==> src/rtl/ro_freq_meas_pkg.sv <==
// Shared types and defaults for the ring-oscillator frequency measurement block.
// Optional glitch filter controlled by RO_FREQ_MEAS_DEGLITCH_EN (see ro_freq_meas_sync).
package ro_freq_meas_pkg;

    localparam int CNT_W_DEF       = 16;
    localparam int WIN_W_DEF       = 16;
    localparam int SYNC_STAGES_DEF = 2;
    localparam int DEGLITCH_TAPS   = 3;

    typedef enum logic [1:0] {
        ST_IDLE  = 2'd0,
        ST_COUNT = 2'd1,
        ST_HOLD  = 2'd2
    } state_e;

    function automatic logic maj3(input logic [DEGLITCH_TAPS-1:0] s);
        return (s[0] & s[1]) | (s[0] & s[2]) | (s[1] & s[2]);
    endfunction

endpackage

==> src/rtl/ro_freq_meas_sync.sv <==
// RO_IN synchroniser and rising-edge detector.
// With RO_FREQ_MEAS_DEGLITCH_EN defined, a 3-sample majority filter sits before the edge detector.
module ro_freq_meas_sync
    import ro_freq_meas_pkg::*;
#(
    parameter int SYNC_STAGES = SYNC_STAGES_DEF
) (
    input  logic CLK,
    input  logic RST,
    input  logic RO_IN,
    output logic rise
);

    logic [SYNC_STAGES-1:0] sync_q;
    logic                   lvl;
    logic                   prev_q;

    always_ff @(posedge CLK or posedge RST) begin
        if (RST) begin
            sync_q <= '0;
        end else begin
            sync_q <= {sync_q[SYNC_STAGES-2:0], RO_IN};
        end
    end

`ifdef RO_FREQ_MEAS_DEGLITCH_EN
    // Two history taps plus the live sync output form the majority window.
    logic [DEGLITCH_TAPS-2:0] hist_q;

    always_ff @(posedge CLK or posedge RST) begin
        if (RST) begin
            hist_q <= '0;
        end else begin
            hist_q <= {hist_q[DEGLITCH_TAPS-3:0], sync_q[SYNC_STAGES-1]};
        end
    end

    assign lvl = maj3({hist_q, sync_q[SYNC_STAGES-1]});
`else
    assign lvl = sync_q[SYNC_STAGES-1];
`endif

    always_ff @(posedge CLK or posedge RST) begin
        if (RST) begin
            prev_q <= 1'b0;
        end else begin
            prev_q <= lvl;
        end
    end

    assign rise = lvl & ~prev_q;

endmodule

==> src/rtl/ro_freq_meas.sv <==
// Ring-oscillator frequency measurement: counts RO_IN rising edges over a WINDOW-cycle gate.
// Build option RO_FREQ_MEAS_DEGLITCH_EN enables the majority glitch filter in the synchroniser.
//
// state    | meaning
// IDLE     | waiting for START; COUNT/OVF keep the last result
// COUNT    | gate open, window counter running, edges accumulated
// HOLD     | result presented with RES_VALID until RES_READY
module ro_freq_meas
    import ro_freq_meas_pkg::*;
#(
    parameter int CNT_W       = CNT_W_DEF,
    parameter int WIN_W       = WIN_W_DEF,
    parameter int SYNC_STAGES = SYNC_STAGES_DEF
) (
    input  logic             CLK,
    input  logic             RST,
    input  logic             RO_IN,
    input  logic             START,
    input  logic [WIN_W-1:0] WINDOW,
    output logic             BUSY,
    output logic             RES_VALID,
    input  logic             RES_READY,
    output logic [CNT_W-1:0] COUNT,
    output logic             OVF
);

    localparam logic [1:0] S_IDLE  = ST_IDLE;
    localparam logic [1:0] S_COUNT = ST_COUNT;
    localparam logic [1:0] S_HOLD  = ST_HOLD;

    logic [1:0]       state_q;
    logic [WIN_W-1:0] win_q;
    logic [CNT_W-1:0] cnt_q;
    logic             ovf_q;
    logic             busy_q;
    logic             valid_q;
    logic             rise;

    ro_freq_meas_sync #(
        .SYNC_STAGES(SYNC_STAGES)
    ) u_sync (
        .CLK  (CLK),
        .RST  (RST),
        .RO_IN(RO_IN),
        .rise (rise)
    );

    always_ff @(posedge CLK or posedge RST) begin
        if (RST) begin
            state_q <= S_IDLE;
            win_q   <= '0;
            cnt_q   <= '0;
            ovf_q   <= 1'b0;
            busy_q  <= 1'b0;
            valid_q <= 1'b0;
        end else begin
            case (state_q)
                S_IDLE: begin
                    if (START) begin
                        win_q  <= WINDOW;
                        cnt_q  <= '0;
                        ovf_q  <= 1'b0;
                        busy_q <= 1'b1;
                        if (WINDOW != '0) begin
                            state_q <= S_COUNT;
                        end else begin
                            state_q <= S_HOLD;
                            valid_q <= 1'b1;
                        end
                    end
                end
                S_COUNT: begin
                    win_q <= win_q - 1'b1;
                    // Saturate rather than wrap; the first lost edge flags overflow.
                    if (rise) begin
                        if (cnt_q == '1) begin
                            ovf_q <= 1'b1;
                        end else begin
                            cnt_q <= cnt_q + 1'b1;
                        end
                    end
                    if (win_q == WIN_W'(1)) begin
                        state_q <= S_HOLD;
                        valid_q <= 1'b1;
                    end
                end
                S_HOLD: begin
                    if (RES_READY) begin
                        state_q <= S_IDLE;
                        busy_q  <= 1'b0;
                        valid_q <= 1'b0;
                    end
                end
                default: begin
                    state_q <= S_IDLE;
                    busy_q  <= 1'b0;
                    valid_q <= 1'b0;
                end
            endcase
        end
    end

    assign BUSY      = busy_q;
    assign RES_VALID = valid_q;
    assign COUNT     = cnt_q;
    assign OVF       = ovf_q;

endmodule
==> config.mk <==
export PLATFORM = sky130hd
export DESIGN_NAME = ro_freq_meas
export DESIGN_NICKNAME = d
export VERILOG_FILES = /design/src/rtl/ro_freq_meas_pkg.sv /design/src/rtl/ro_freq_meas_sync.sv /design/src/rtl/ro_freq_meas.sv
export SDC_FILE = /design/constraint.sdc
export NUM_CORES = 1
export LEC_CHECK = 0
export ABC_AREA = 1
export BUFFER_PORTS_ARGS = -buffer_cell sky130_fd_sc_hd__buf_2
export CAP_MARGIN = 30
export CORE_ASPECT_RATIO = 0.6
export CORE_UTILIZATION = 50
export CTS_CLUSTER_DIAMETER = 80
export DETAILED_ROUTE_END_ITERATION = 6
export PLACE_DENSITY = 0.74
export SLEW_MARGIN = 20
export SYNTH_ARGS = -nofsm -noshare
export SYNTH_HDL_FRONTEND = slang
export SYNTH_SLANG_ARGS = --single-unit
==> constraint.sdc <==
create_clock -name CLK -period 1.6 [get_ports CLK]
set_input_delay 0.24 -clock CLK [delete_from_list [all_inputs] [get_ports CLK]]
set_output_delay 0.24 -clock CLK [all_outputs]
set_load 0.01 [all_outputs]
Word-level counts from Yosys, hierarchy flattened
Cells that the tools add are included.
{ "classes": {"addsub": 2, "n_eq_ne": 11, "mux": 22, "bitwise": 3, "reduce_logical": 9} }
{ "op_table": {"columns": ["op", "n"], "rows": [
  ["$mux W16", 4],
  ["$pmux W16 S2", 2],
  ["$add A16 B1 Y16 const B", 1],
  ["$eq A16 B1 Y1 const B", 1],
  ["$eq A16 B16 Y1 const B", 1],
  ["$reduce_bool A16 Y1", 1],
  ["$sub A16 B1 Y16 const B", 1],
  ["$ne A2 B2 Y1 const B", 7],
  ["$reduce_and A4 Y1", 3],
  ["$mux W1", 8],
  ["$mux W2", 4],
  ["$pmux W1 S3", 2],
  ["$pmux W2 S3", 1],
  ["$reduce_and A3 Y1", 2],
  ["$eq A2 B1 Y1 const B", 1],
  ["$eq A2 B2 Y1 const B", 1],
  ["$logic_not A2 Y1", 1],
  ["$not A1 Y1", 2],
  ["$pmux W1 S2", 1],
  ["$reduce_and A2 Y1", 1],
  ["$reduce_bool A2 Y1", 1],
  ["$and A1 B1 Y1", 1]
]} }
{ "word_totals": {"reg_bits": 40, "input_bits": 21, "output_inout_bits": 19, "wordCells": 55} }

Depth between registers and ports, before layout
{ "logic_depth": {"depth_word": 4, "depth_mapped": 11, "depth_no_buf": 9} }

Cells and area by module
From an unflattened synthesis, not the netlist that was laid out.
{ "hier_totals": {"cells_unflattened": 391, "area_unflattened_um2": 2607.5} }
{ "modules_own_cells": {"columns": ["module", "instances", "cells_per_inst", "area_each_um2", "seq_area_each_um2"], "rows": [
  ["ro_freq_meas", 1, 385, 2518.7, 925.9],
  ["ro_freq_meas_sync", 1, 6, 88.8, 75.1]
]} }

Least setup slack after synthesis
OpenSTA, ideal clock, no wires.
{ "synth_path": {"path_type": "register to register", "from": "register cnt_q[0] (netlist: COUNT[0])", "to": "register cnt_q[3] (netlist: COUNT[3])", "arrival_time_ps": 1544, "setup_slack_ps": -18, "stages_incl_launch_ff": 12, "path_buffers": 2, "cell_sequence": "dfrtp_1 -> ha_1 -> nand3_1 -> inv_2 -> nand2_4 -> nor2_4 -> nand2_2 -> nand2_2 -> buf_6 -> buf_8 -> nand2_1 -> o21ai_2"} }
{ "synth_via": {"elab_chain_cells": 4, "word_cells_on_any_way": 7, "classes_between": "add/sub (1); eq/ne (2); mux (3); reduce/logical (1)"} }
{ "synth_lines": {"columns": ["element", "line", "rtl"], "rows": [
  ["from (decl)", "ro_freq_meas.sv:33", "logic [CNT_W-1:0] cnt_q;"],
  ["from (signal assigned)", "ro_freq_meas.sv:79", "cnt_q <= cnt_q + 1'b1;"],
  ["$add A16 B1 Y16", "ro_freq_meas.sv:79", null],
  ["$mux W16", "ro_freq_meas.sv:76", "if (cnt_q == '1) begin"],
  ["$mux W16", "ro_freq_meas.sv:75", "if (rise) begin"],
  ["$pmux W16 S2", "ro_freq_meas.sv:57", "case (state_q)"]
]} }
Several ways; a longest one is shown, not always the timed one. The select of a mux whose other input is x is not followed.
A chain may end at the register's enable or synchronous reset.

Worst setup path in the final report
{ "layout_path": {"from": "register cnt_q[1] (netlist: COUNT[1])", "to": "register cnt_q[15] (netlist: COUNT[15])"} }
The elaborated chain is that of the path after synthesis.

==> results.md <==
* Max Slew Vio Count at 0
* First DRT Iteration DRCs at 264
* WP data arrival at 1.78 ns
* Period utilization at 97.3%
* Largest net degree at the start of global routing at 30
* Synth area leader: dfrtp_1
* Synth cell types at 27
* Number of nets in the layout at 466
* Layout cell share with drive strength beyond 1 at 21.7%
* Max-slew headroom at 57.5%
* Pwr/cell area at 794 nW/um^2
* I/O pin count at 40
* Post-detailed-placement half-perimeter wirelength at 5.37 mm
* GR Overflow Total at 0
* Placed Instance Area at 2970 um^2
* Root buf cell: clkbuf_8
* Tightest Pin Transition at 0.637 ns
* Total negative slack at 0 ns
* Worst IR Drop VDD at 0.000506 V
* Die H at 57.5 um
* Reg2reg path depth at 7
* Synth top area share at 39.0%
* Endpoint of the worst register-to-register path: COUNT[15]$_DFFE_PP0P_
* Area Growth Syn to Fin at 23.8%
* Clk_skew at 0.0108 ns
* FFs w/ async S/R, synth at 100%
* Most frequent cell after synthesis: nand2_1
* Total of max-cap violations at 0
* # rows at 19
* Antenna diode count at 0
* Yosys warns at 0
* Mapped Cells at 381
* CP Max Fanout at 4
* Total CTS buffers at 5
* Critical path type: register to register
* Global placement routability congestion at 0.923
* Drt pass-1 iters at 5
* Area contributors post-synth: dfrtp_1 39%, nand2_1 18%, nor2_1 9.6%
* CTS max path bufs at 2
* WL final at 7.53 mm
* Port Buffers at 39
* Clock Sinks at 40
* Register Area at 1000 um^2
* Worst-Skew Late Latency at 0.30 ns
* WL per Instance at 14.9 um
* Shortest period the worst path allows at 1.56 ns
* FF+latch count, synth at 40
* Routed vias/inst at 5.49
* Vias in the first global route at 2326
* Synthesized area per cell at 6.74 um^2
* Initial antenna violation count at 0
* Core area at 4750 um^2
* Vias post-DR at 2777
* Filler instances at 432
* Critical R2R Launch: COUNT[1]$_DFFE_PP0P_
* Worst Setup End Kind: register
* Sequential fraction of the synthesis area at 39.0%
* Syn Nets at 405
* CTS H-tree lvls at 2
* CTS clk-pin slew, worst paths at 0.09 ns
* Tot GR Track Use at 28.5%
* Post-Syn Area at 2570 um^2
* Hold crit path type: input port to async pin
* Synth cell count leaders: 121 x nand2_1, 66 x nor2_1, 40 x dfrtp_1
* Hold Buf Count CTS at 0
* Status: finished clean
* First-pass GRT wire length at 11.6 mm
* Reg2Reg Setup Slack at 0.04 ns
* Initial core utilization at 54.0%
* Full die area at 5440 um^2
* Ys flop type: dfrtp_1
* Post-route cell area at 3180 um^2
* CTS tree: yes
* Fmax at 0.642 GHz
* Startpoint types: register
* Static Leak at 1.64 nW
* CP required at 1.82 ns
* Setup violations, final at 0
* DRC at 0
* Post-synth EDFFs at 0
* Die X at 94.5 um
* Post-route ant nets at 0
* Footprint of the multi-input gates at 1430 um^2
* Final hold vios at 0
## worst max-delay path by stage
stage / start / to / slack (ns)
2_1_floorplan: COUNT[0]$_DFFE_PP0P_ / COUNT[3]$_DFFE_PP0P_ / 0.02
3_3_place_gp: COUNT[0]$_DFFE_PP0P_ / COUNT[0]$_DFFE_PP0P_ / 0.08
3_5_place_dp: COUNT[0]$_DFFE_PP0P_ / COUNT[6]$_DFFE_PP0P_ / 0.04
4_1_cts: COUNT[0]$_DFFE_PP0P_ / COUNT[6]$_DFFE_PP0P_ / 0.01
5_1_grt: COUNT[1]$_DFFE_PP0P_ / COUNT[6]$_DFFE_PP0P_ / -0.02
6_report: COUNT[1]$_DFFE_PP0P_ / COUNT[15]$_DFFE_PP0P_ / 0.04
## per-layer routing
metal | part of all wire [%] | routed length (um) | global-route usage, % | vias up
li1 | - | - | - | 1335
met1 | 49 | 3660 | 44.5 | 1296
met2 | 40 | 3030 | 38.4 | 139
met3 | 10 | 772 | 8.13 | 7
met4 | 0.82 | 62 | 6.71 | 0
met5 | 0 | 0 | 0 | -
## worst max-delay path: stages (launching register included)
cell	delay, ns
dfrtp_1	0.41
buf_4	0.15
nand2_1	0.08
nor2_1	0.23
nand2_1	0.17
o21ai_0	0.21
nand3_1	0.08
o21ai_0	0.15
## per-stage QoR
stage          instances  util (%)  power, mW  setup WS [ns]  hold WS, ns
6_report             506      66.9       2.52         0.0429      0.00284
5_1_grt              506      66.9       2.65        -0.0187       0.0169
4_1_cts              503      64.8       2.46         0.0103       0.0179
3_5_place_dp         495      62.5       1.61         0.0383        0.338
3_3_place_gp         495      62.5       1.59         0.0823        0.334
2_1_floorplan        381         -       1.41         0.0185        0.271
## registers in the layout, indices dropped and copies added (netlist names)
signal and cells:
BUSY 1, COUNT 16, OVF 1, RES_VALID 1, state_q 2, u_sync.prev_q 1
u_sync.sync_q 2, win_q 16
## placed cells by master (no fill, tap or decap), types with 3 or more instances in the layout
| cell type | n |
|---|---|
| clkinvlp_4 | 3 |
| nor2_1 | 62 |
| nor2_4 | 3 |
| buf_2 | 39 |
| dfrtp_1 | 37 |
| o21bai_1 | 4 |
| nor2_2 | 4 |
| inv_1 | 33 |
| nand4_1 | 6 |
| buf_4 | 20 |
| a21oi_1 | 4 |
| o21ai_0 | 32 |
| nand2_1 | 120 |
| clkbuf_8 | 5 |
| xor2_1 | 10 |
| o21ai_2 | 4 |
| nand3_1 | 33 |
| dfrtp_2 | 3 |
## cells by family (layout without fill, tap and decap cells)
family	after synthesis	count (layout)	synth area share [%]
buffers and inverters	45	107	7.45
and+or+nand+nor	236	236	38.5
xor gates and xnor gates	10	10	3.41
AOI/OAI and AO/OA	47	47	10.2
DFF	40	40	39.0
adders and majority gates	3	3	1.46
## power by group
part / total, mW / internal [mW] / switching [mW]
logic: 0.488 / 0.222 / 0.265
clock network: 0.861 / 0.462 / 0.399
registers: 1.17 / 1.08 / 0.0979
total: 2.52 / 1.76 / 0.762
## final cells by class
cell class                 count  share of cell area [%]
multi-input combinational    296                    44.9
sequential                    40                    31.6
timing repair buffer          62                    12.9
inverter                      36                    4.37
tap                           63                    2.48
clock buffer                   5                    2.16
clock inverter                 3                    1.34
timing repair inverter         1                   0.236
## repair_timing
action	4_1_cts	5_1_grt
setup endpoints to repair	0	25
setup buffers	0	1
gates resized for setup	0	16
No activity file was read; power rests on OpenSTA's default activity.
